## src/rtl/biriscv_divider_param.sv

```systemverilog
`default_nettype none
// ============================================================================
// Module   : biriscv_divider_param
// Purpose  : Iterative integer divider for the biRISC-V execute stage.
//            Executes DIV, DIVU, REM and REMU on XLEN-bit operands using a
//            restoring algorithm that retires BITS_PER_CYCLE quotient bits per
//            cycle. Divide-by-zero and repeats of the last completed operation
//            can bypass the iteration and finish in a single cycle.
// Ports    : clk_i                clock
//            rst_ni               asynchronous reset, active low
//            opcode_valid_i       issue strobe
//            opcode_opcode_i      32-bit instruction word (decoded internally)
//            opcode_ra_operand_i  dividend
//            opcode_rb_operand_i  divisor
//            flush_i              abort in-flight op, invalidate result cache
//            opcode_ready_o       1 = an op can be accepted this cycle
//            busy_o               1 = an op is iterating or completing
//            writeback_valid_o    one-cycle result strobe
//            writeback_value_o    result, held until the next completion
// Revision : 1.0 - initial release
// ============================================================================
module biriscv_divider_param #(
  parameter int XLEN           = 32,
  parameter int BITS_PER_CYCLE = 1,
  parameter int LAST_OP_CACHE  = 1,
  parameter int EARLY_DIV0     = 1
) (
  input  logic            clk_i,
  input  logic            rst_ni,
  input  logic            opcode_valid_i,
  input  logic [31:0]     opcode_opcode_i,
  input  logic [XLEN-1:0] opcode_ra_operand_i,
  input  logic [XLEN-1:0] opcode_rb_operand_i,
  input  logic            flush_i,
  output logic            opcode_ready_o,
  output logic            busy_o,
  output logic            writeback_valid_o,
  output logic [XLEN-1:0] writeback_value_o
);

  // RV32M instruction match values and the shared funct7/funct3/opcode mask
  localparam logic [31:0] c_INST_DIV_MASK = 32'hfe00_707f;
  localparam logic [31:0] c_INST_DIV      = 32'h0200_4033;
  localparam logic [31:0] c_INST_DIVU     = 32'h0200_5033;
  localparam logic [31:0] c_INST_REM      = 32'h0200_6033;
  localparam logic [31:0] c_INST_REMU     = 32'h0200_7033;

  // Internal operation code; bit 1 set = remainder result
  localparam logic [1:0] c_OP_DIV  = 2'd0;
  localparam logic [1:0] c_OP_DIVU = 2'd1;
  localparam logic [1:0] c_OP_REM  = 2'd2;
  localparam logic [1:0] c_OP_REMU = 2'd3;

  localparam logic [1:0] c_S_IDLE = 2'd0;
  localparam logic [1:0] c_S_CALC = 2'd1;
  localparam logic [1:0] c_S_DONE = 2'd2;

  localparam int                c_STEPS    = XLEN / BITS_PER_CYCLE;
  localparam int                c_CNT_W    = $clog2(c_STEPS + 1);
  localparam logic [c_CNT_W-1:0] c_CNT_INIT = c_CNT_W'(c_STEPS);
  localparam logic [c_CNT_W-1:0] c_CNT_ONE  = c_CNT_W'(1);
  localparam int                c_DVS_W    = 2 * XLEN - 1;

  // --------------------------------------------------------------------------
  // Registers
  // --------------------------------------------------------------------------
  logic [1:0]         r_state;
  logic [c_CNT_W-1:0] r_count;
  logic [XLEN-1:0]    r_dividend;   // running partial remainder
  logic [c_DVS_W-1:0] r_divisor;    // divisor, shifted right one place per step
  logic [XLEN-1:0]    r_quotient;
  logic [1:0]         r_op;
  logic               r_invert;
  logic [XLEN-1:0]    r_a;
  logic [XLEN-1:0]    r_b;
  logic               r_fast;
  logic [XLEN-1:0]    r_fast_res;
  logic               r_cache_valid;
  logic [XLEN-1:0]    r_cache_a;
  logic [XLEN-1:0]    r_cache_b;
  logic [1:0]         r_cache_op;
  logic [XLEN-1:0]    r_cache_res;
  logic               r_wb_valid;
  logic [XLEN-1:0]    r_wb_value;

  // --------------------------------------------------------------------------
  // Wires
  // --------------------------------------------------------------------------
  logic [1:0]         w_state_nxt;
  logic               w_is_div;
  logic               w_is_divu;
  logic               w_is_rem;
  logic               w_is_remu;
  logic               w_op_hit;
  logic [1:0]         w_op;
  logic               w_a_neg;
  logic               w_b_neg;
  logic [XLEN-1:0]    w_a_mag;
  logic [XLEN-1:0]    w_b_mag;
  logic               w_b_zero;
  logic               w_invert;
  logic               w_cache_hit;
  logic               w_div0_fast;
  logic               w_fast;
  logic [XLEN-1:0]    w_fast_value;
  logic               w_accept;
  logic [XLEN-1:0]    w_step_rem;
  logic [XLEN-1:0]    w_step_quo;
  logic [c_DVS_W-1:0] w_step_dvs;
  logic               w_step_ge;
  logic [XLEN-1:0]    w_res_sel;
  logic [XLEN-1:0]    w_res_calc;
  logic [XLEN-1:0]    w_result;
  logic               w_unused_opcode;

  // --------------------------------------------------------------------------
  // Decode and operand preparation
  // --------------------------------------------------------------------------
  assign w_is_div  = (opcode_opcode_i & c_INST_DIV_MASK) == c_INST_DIV;
  assign w_is_divu = (opcode_opcode_i & c_INST_DIV_MASK) == c_INST_DIVU;
  assign w_is_rem  = (opcode_opcode_i & c_INST_DIV_MASK) == c_INST_REM;
  assign w_is_remu = (opcode_opcode_i & c_INST_DIV_MASK) == c_INST_REMU;
  assign w_op_hit  = w_is_div | w_is_divu | w_is_rem | w_is_remu;

  // Register-specifier fields do not affect the operation
  assign w_unused_opcode = ^(opcode_opcode_i & ~c_INST_DIV_MASK);

  always_comb begin
    w_op = c_OP_DIV;
    if (w_is_divu) w_op = c_OP_DIVU;
    if (w_is_rem)  w_op = c_OP_REM;
    if (w_is_remu) w_op = c_OP_REMU;
  end

  // Sign bits only count for the signed ops; magnitudes wrap (MIN stays MIN,
  // which is still the correct unsigned magnitude).
  assign w_a_neg  = ((w_op == c_OP_DIV) || (w_op == c_OP_REM)) && opcode_ra_operand_i[XLEN-1];
  assign w_b_neg  = ((w_op == c_OP_DIV) || (w_op == c_OP_REM)) && opcode_rb_operand_i[XLEN-1];
  assign w_a_mag  = w_a_neg ? -opcode_ra_operand_i : opcode_ra_operand_i;
  assign w_b_mag  = w_b_neg ? -opcode_rb_operand_i : opcode_rb_operand_i;
  assign w_b_zero = (opcode_rb_operand_i == '0);

  // Quotient sign differs when operand signs differ (x/0 keeps all-ones);
  // remainder takes the dividend's sign.
  assign w_invert = ((w_op == c_OP_DIV) && (w_a_neg != w_b_neg) && !w_b_zero) ||
                    ((w_op == c_OP_REM) && w_a_neg);

  assign w_cache_hit = (LAST_OP_CACHE != 0) && r_cache_valid &&
                       (r_cache_a == opcode_ra_operand_i) &&
                       (r_cache_b == opcode_rb_operand_i) &&
                       (r_cache_op == w_op);
  assign w_div0_fast = (EARLY_DIV0 != 0) && w_b_zero;
  assign w_fast      = w_cache_hit || w_div0_fast;

  // x/0: quotient is all ones, remainder is the dividend itself
  assign w_fast_value = w_cache_hit ? r_cache_res :
                        (w_op[1] ? opcode_ra_operand_i : {XLEN{1'b1}});

  assign w_accept = opcode_valid_i && opcode_ready_o && w_op_hit && !flush_i;

  // --------------------------------------------------------------------------
  // Restoring division: BITS_PER_CYCLE chained compare/subtract/shift steps
  // --------------------------------------------------------------------------
  always_comb begin
    w_step_rem = r_dividend;
    w_step_quo = r_quotient;
    w_step_dvs = r_divisor;
    w_step_ge  = 1'b0;
    for (int i = 0; i < BITS_PER_CYCLE; i++) begin
      w_step_ge = ({{(XLEN-1){1'b0}}, w_step_rem} >= w_step_dvs);
      // When the divisor fits, its upper bits are zero so the low slice is exact
      if (w_step_ge) begin
        w_step_rem = w_step_rem - w_step_dvs[XLEN-1:0];
      end
      w_step_quo = {w_step_quo[XLEN-2:0], w_step_ge};
      w_step_dvs = w_step_dvs >> 1;
    end
  end

  // --------------------------------------------------------------------------
  // FSM: state register
  // --------------------------------------------------------------------------
  always_ff @(posedge clk_i or negedge rst_ni) begin
    if (!rst_ni) begin
      r_state <= c_S_IDLE;
    end else begin
      r_state <= w_state_nxt;
    end
  end

  // --------------------------------------------------------------------------
  // FSM: next-state logic
  // --------------------------------------------------------------------------
  always_comb begin
    w_state_nxt = r_state;
    case (r_state)
      c_S_IDLE: begin
        if (w_accept) begin
          w_state_nxt = w_fast ? c_S_DONE : c_S_CALC;
        end
      end
      c_S_CALC: begin
        if (flush_i) begin
          w_state_nxt = c_S_IDLE;
        end else if (r_count == c_CNT_ONE) begin
          // Last group of quotient bits is retired on this edge
          w_state_nxt = c_S_DONE;
        end
      end
      c_S_DONE: begin
        w_state_nxt = c_S_IDLE;
      end
      default: begin
        w_state_nxt = c_S_IDLE;
      end
    endcase
  end

  // --------------------------------------------------------------------------
  // FSM: output logic
  // --------------------------------------------------------------------------
  always_comb begin
    opcode_ready_o = (r_state == c_S_IDLE);
    busy_o         = (r_state == c_S_CALC) || (r_state == c_S_DONE);
    w_res_sel      = r_op[1] ? r_dividend : r_quotient;
    w_res_calc     = r_invert ? -w_res_sel : w_res_sel;
    w_result       = r_fast ? r_fast_res : w_res_calc;
  end

  assign writeback_valid_o = r_wb_valid;
  assign writeback_value_o = r_wb_value;

  // --------------------------------------------------------------------------
  // Datapath, result cache and writeback registers
  // --------------------------------------------------------------------------
  always_ff @(posedge clk_i or negedge rst_ni) begin
    if (!rst_ni) begin
      r_count       <= '0;
      r_dividend    <= '0;
      r_divisor     <= '0;
      r_quotient    <= '0;
      r_op          <= '0;
      r_invert      <= 1'b0;
      r_a           <= '0;
      r_b           <= '0;
      r_fast        <= 1'b0;
      r_fast_res    <= '0;
      r_cache_valid <= 1'b0;
      r_cache_a     <= '0;
      r_cache_b     <= '0;
      r_cache_op    <= '0;
      r_cache_res   <= '0;
      r_wb_valid    <= 1'b0;
      r_wb_value    <= '0;
    end else begin
      r_wb_valid <= 1'b0;
      if (flush_i) begin
        r_cache_valid <= 1'b0;
      end
      case (r_state)
        c_S_IDLE: begin
          if (w_accept) begin
            r_op       <= w_op;
            r_a        <= opcode_ra_operand_i;
            r_b        <= opcode_rb_operand_i;
            r_invert   <= w_invert;
            r_fast     <= w_fast;
            r_fast_res <= w_fast_value;
            r_dividend <= w_a_mag;
            r_divisor  <= {w_b_mag, {(XLEN-1){1'b0}}};
            r_quotient <= '0;
            r_count    <= c_CNT_INIT;
          end
        end
        c_S_CALC: begin
          if (!flush_i) begin
            r_dividend <= w_step_rem;
            r_divisor  <= w_step_dvs;
            r_quotient <= w_step_quo;
            r_count    <= r_count - c_CNT_ONE;
          end
        end
        c_S_DONE: begin
          // A flush in this cycle kills both the strobe and the cache update
          if (!flush_i) begin
            r_wb_valid    <= 1'b1;
            r_wb_value    <= w_result;
            r_cache_valid <= 1'b1;
            r_cache_a     <= r_a;
            r_cache_b     <= r_b;
            r_cache_op    <= r_op;
            r_cache_res   <= w_result;
          end
        end
        default: begin
        end
      endcase
    end
  end

endmodule
`default_nettype wire

```

## config.mk

```make
export PLATFORM = sky130hd
export DESIGN_NAME = biriscv_divider_param
export DESIGN_NICKNAME = d
export VERILOG_FILES = /design/src/rtl/biriscv_divider_param.sv
export SDC_FILE = /design/constraint.sdc
export NUM_CORES = 1
export LEC_CHECK = 0
export BUFFER_PORTS_ARGS = -buffer_cell sky130_fd_sc_hd__buf_2
export CAP_MARGIN = 20
export CORE_ASPECT_RATIO = 1.1
export CORE_UTILIZATION = 30
export CTS_CLUSTER_SIZE = 20
export DETAILED_ROUTE_END_ITERATION = 8
export SETUP_SLACK_MARGIN = 0.15
export SLEW_MARGIN = 10
export SYNTH_ARGS = -nofsm -noshare
export SYNTH_HDL_FRONTEND = slang
export SYNTH_SLANG_ARGS = --single-unit
export TNS_END_PERCENT = 1
```

## constraint.sdc

```tcl
create_clock -name clk_i -period 4.6 [get_ports clk_i]
set_input_delay 0 -clock clk_i [delete_from_list [all_inputs] [get_ports clk_i]]
set_output_delay 0 -clock clk_i [all_outputs]
set_load 0.005 [all_outputs]
```

======== Yosys cells after proc, flatten, opt, wreduce, memory -nomap -nowiden ========
Index checks and enable logic that the tools add are counted.
storage, ports and cells
  register bits after elaboration ......... 335
  input bits .............................. 100
  output and inout port bits .............. 35
  logic and storage cells ................. 102
operators by class
  $add $sub $neg .......................... 5
  order comparisons ....................... 1
  eq/ne operators ......................... 16
  multiplexer cells ....................... 33
  bitwise operators ....................... 4
  reduce and logical (&&, ||, !) cells .... 26
operators with widths
  kind                  number
  $mux 32               12
  $pmux 32 s2           2
  $mux 63               2
  $pmux 63 s2           1
  $neg 32->32           3
  $eq 17x11->1 const B  4
  $eq 32x32->1          2
  $ge 32x63->1          1
  $logic_not 32->1      1
  $sub 32x32->32        1
  $mux 2                6
  $mux 6                2
  $pmux 6 s2            1
  $logic_and 1x1->1     11
  $eq 6x1->1 const B    1
  $mux 1                6
  $reduce_and 2->1      3
  $sub 6x1->6 const B   1
  $eq 2x2->1 const B    2
  $logic_not 2->1       2
  $logic_or 1x1->1      4
  $ne 2x2->1 const B    2
  $pmux 2 s2            1
  $reduce_and 4->1      1
  10 further kinds      13

======== Longest topological paths before layout ========
  depth in word-level cells ............... 11
  gate-level depth with buffers ........... 15
  depth with buffers taken out ............ 12

======== Least setup slack after synthesis ========
OpenSTA, ideal clock, no wires.
  kind .................................... register to register
  start point ............................. register r_op[1]
  end point ............................... register r_cache_res[28]
  setup time .............................. 0.125 ns
  data arrival time ....................... 3.393 ns
  data required time ...................... 4.475 ns
  setup slack ............................. 1.083 ns
  cell stages (with the launch flop) ...... 16
  buffers on the path ..................... 5
  clock period less this slack ............ 3.517 ns
  cells stage by stage .................... dfrtp_1 -> buf_2 -> buf_2 -> buf_2 -> buf_2 -> buf_2 -> mux2i_1 -> ha_1 -> o21ai_0 -> o41ai_2 -> nand2_1 -> a21o_1 -> nor2_1 -> xnor2_1 -> o21ai_1 -> mux2_2
on the way
  longest elaborated chain between the ends .. 4
RTL lines
  what                      line  RTL
  start: declaration        72    logic [1:0] r_op;
  start signal: assignment  263   r_op <= w_op;
  $mux 32 (*)               225   w_res_sel = r_op[1] ? r_dividend : r_quotient;
  $neg 32->32               226   w_res_calc = r_invert ? -w_res_sel : w_res_sel;
  $mux 32 (*)               226
  $mux 32 (*)               227   w_result = r_fast ? r_fast_res : w_res_calc;
  end signal: assignment    292   r_cache_res <= w_result;
  end: declaration          82    logic [XLEN-1:0] r_cache_res;
Mark *: on every way between the ends. The rest lies on a longest branch, timed or not.
A chain may end at the register's enable or synchronous reset.

======== Worst setup path in the final report ========
  start point ............................. register r_dividend[4]
  end point ............................... register r_dividend[25]
on the way
  longest elaborated chain between the ends .. 4
  elaborated cells on any way between the ends .. 7
  classes of those cells .................. 1 x add/sub; 1 x order compare; 1 x eq/ne; 3 x mux; 1 x reduce/logical
RTL lines
  what                      line  RTL
  start: declaration        69    logic [XLEN-1:0] r_dividend;
  start signal: assignment  269   r_dividend <= w_a_mag;
  start signal: assignment  277   r_dividend <= w_step_rem;
  $sub 32x32->32            173   w_step_rem = w_step_rem - w_step_dvs[XLEN-1:0];
  $mux 32                   172   if (w_step_ge) begin
  $mux 32                   276   if (!flush_i) begin
  $pmux 32 s2               260   case (r_state)
Several ways; a longest one is shown, not always the timed one. The select of a mux whose other input is x is not followed.

==> flow_metrics.env <==
export IMPL_hpwl_um=41100
export IMPL_max_freq_mhz=275
export IMPL_grt_pass1_wl_um=91600
export IMPL_wire_per_inst_um=18.8
export IMPL_portBuffers=119
export IMPL_min_period_ns=3.64
export IMPL_hp_class="input port to flop"
export IMPL_finalPower_w=0.00964
export IMPL_critPathLaunchType="flop"
export IMPL_synth_xor_area_share_pct=7.53
export IMPL_slowest_stage="dfrtp_1"
export IMPL_required_ns=5.03
export IMPL_drc=0
export IMPL_clk_pin_slew_ns=0.06
export IMPL_cts_tree="done"
export IMPL_grt_antenna_before_repair=2
export IMPL_core_area_mm2=0.0613
export IMPL_postCtsSetupBuffers=0
export IMPL_clk_latency_ns=0.55
export IMPL_syn_to_final_growth_pct=17.4
export IMPL_ys_flop_type="dfrtp_1"
export IMPL_cts_root_buf="clkbuf_16"
export IMPL_hold_slack_ns=0.0334
export IMPL_synth_adder_area_share_pct=2.78
export IMPL_muxShareOfSynthArea_pct=5.66
export IMPL_ys_types=82
export IMPL_ctsLongestPathBuffers=3
export IMPL_synthTopCellsByCount="400 x nand2_1, 335 x dfrtp_1, 170 x nor2_1"
export IMPL_synthesis_area_per_instance_um2=8.81
export IMPL_cts_resized=0
export IMPL_ys_warn_count=0
export IMPL_cp_max_fo=18
export IMPL_rsz0062_at_grt="false"
export IMPL_post_route_util_pct=35.9
export IMPL_pwr_density_cell_mw_per_mm2=438
export IMPL_synth_top_area_share_pct=44.8
export IMPL_worst_pin_slew_ns=0.838
export IMPL_relSlewSlack_pct=43.6
export IMPL_ys_ff_latch=335
export IMPL_r2r_slack_ns=0.96
export IMPL_gp_congestion=0.918
export IMPL_cts_made_buffers=39
export IMPL_die_width_um=240
export IMPL_io_pins=135
export IMPL_syn_instance_count=2126
export IMPL_die_y_um=264
export IMPL_path_cells="ha_1 -> a21o_1 -> a211o_1 -> o21ai_1 -> nor3_1 -> o21ai_0 -> a21oi_1 -> o31ai_2 -> a21o_1 -> buf_4 -> mux2_2"
export IMPL_cap_viol_max_count=0
export IMPL_wirelength_um=58200
export IMPL_outcome="complete, no violations"
export IMPL_peakVddDrop_mv=0.307
export IMPL_max_stage_delay_ns=0.45
export IMPL_cp_top_family="compound AO/OA/AOI/OAI gates"
export IMPL_grt_max_degree=156
export IMPL_layout_drive_gt1_share_pct=12.9
export IMPL_synth_compound_area_share_pct=17.3
export IMPL_path_buf_inv=1
export IMPL_timing_final_crit_share_pct=79.0
export IMPL_drtIter0Drc=1299
export IMPL_slew_violations=0
export IMPL_drt_pass1_iter_count=6
export IMPL_nets=2382
export IMPL_syn_nets=2267
export IMPL_tns_ns=0
export IMPL_start_util_pct=30.5
export IMPL_final_antenna_net_count=0
export IMPL_htree_levels=2
export IMPL_synthTopCellsByArea="dfrtp_1 45%, nand2_1 8.0%, o21ai_0 4.5%, xnor2_1 4.1%, a21oi_1 3.9%"
export IMPL_synth_top_family_by_area="simple AND/OR/NAND/NOR gates"
export IMPL_finalClockSkew_ns=0.0193
export IMPL_worstPathArrival_ns=4.07
export IMPL_cp_common_cell="a21o_1"
export IMPL_vias_per_cell=5.21
export IMPL_overflow=0
export IMPL_hold_viol=0
export IMPL_crit_type="flop to flop"
export IMPL_synthSimpleGateAreaFrac_pct=17.6
export IMPL_cts_sinks=335
export IMPL_ys_seq_area_share_pct=44.8
export IMPL_p_leak_nw=10.0
export IMPL_vias=16121
export IMPL_synth_area_mm2=0.0187
export IMPL_rows=95
export IMPL_synth_area_leader_cell="dfrtp_1"
export IMPL_async_reset_ff_share_pct=100
export IMPL_grt_pass1_vias=15882
export IMPL_worst_setup_path_end_kind="flop"
export IMPL_synth_edf_count=0
export IMPL_grtUsageTotal_pct=18.5
export IMPL_synth_most_common_cell="nand2_1"
export IMPL_dieArea_mm2=0.0634
export IMPL_setup_violations=0
## through the flow
step,cells,area [um2],setup WS (ns)
floorplan,2126,18700,1.08
global placement,2963,20100,1.06
detailed placement,2963,20100,1.02
CTS,3094,22000,1.00
global route,3096,22000,0.775
finish,3097,22000,0.964
## state kept, by name, indices dropped and copies added (netlist names)
register	flops
r_fast	1
r_cache_op	2
r_fast_res	32
r_invert	1
r_count	6
r_b	32
r_cache_valid	1
r_quotient	32
r_a	32
r_dividend	32
r_cache_a	32
r_state	2
r_op	2
r_divisor	63
writeback_valid_o	1
r_cache_res	32
r_cache_b	32
## routing by layer
layer | GRT usage, % | part of all wire [%] | vias to the layer above
met5 | 0 | 0 | -
met2 | 29.9 | 47 | 500
met3 | 2.86 | 6.7 | 110
met4 | 6.33 | 3.3 | 0
met1 | 25.1 | 43 | 7929
li1 | - | - | 7582
## cell type report
cell class	count	area (um2)
diodes	3	7.51
clock buffers	58	1140
clock inverters	12	131
fillers	6290	39300
inverters	75	282
multi-input cells	1584	9570
flip-flops and latches	335	8380
well taps	824	1030
repair buffers	206	1450
## worst paths after layout
check / cells after the start / endpoint / start
worst max-delay path: 11 / r_dividend[25] / r_dividend[4]
worst min-delay path: 2 / r_a[7] / opcode_ra_operand_i[7]
worst max register to register: 11 / r_dividend[25] / r_dividend[4]
worst min register to register: 2 / r_cache_op[0] / r_op[0]
max in group asynchronous: 3 / r_divisor[14] / rst_ni
min in group asynchronous: 2 / r_cache_b[1] / rst_ni
## kinds of logic after synthesis
| group | Yosys count |
|---|---|
| simple gates | 748 |
| compound gates | 535 |
| flops | 335 |
| buf+inv | 207 |
| xor+xnor | 161 |
| mux | 99 |
| fa+ha+maj | 41 |
## report_power, final
part / internal, W / switching, W
clock network: 0.00183 / 0.00129
registers: 0.00324 / 0.000328
logic: 0.00107 / 0.00188
## placed cells by master (no fill, tap or decap), types with 11 or more instances in the layout
cell and count:
a21oi_1 144, nand3_1 26, dfrtp_1 334, buf_2 118, inv_1 71, ha_1 39
nand2_1 400, xor2_1 74, nor2_1 170, o31ai_1 13, or3_1 15, o211ai_1 12
nand4_1 15, mux2i_1 44, dlygate4sd3_1 61, a31oi_1 22, buf_4 23, clkbuf_16 40
o22ai_1 39, a22o_1 32, o21ai_1 29, xnor2_1 87, nor4_1 21, a21o_1 16
mux2_2 54, nor3_1 27, nand2b_1 16, o21ai_0 168, clkbuf_1 11
## worst register-to-register path, stage by stage (launching register included)
cell and delay, ns:
dfrtp_1 0.45, ha_1 0.40, a21o_1 0.21, a211o_1 0.23, o21ai_1 0.36, nor3_1 0.17, o21ai_0 0.27, a21oi_1 0.19
o31ai_2 0.40, a21o_1 0.22, buf_4 0.26, mux2_2 0.38
## repair_timing
item                       4_1_cts  5_1_grt
hold endpoints to repair       168        0
hold buffers                    61        0
setup endpoints to repair        0        0
No activity file was read; power rests on OpenSTA's default activity.
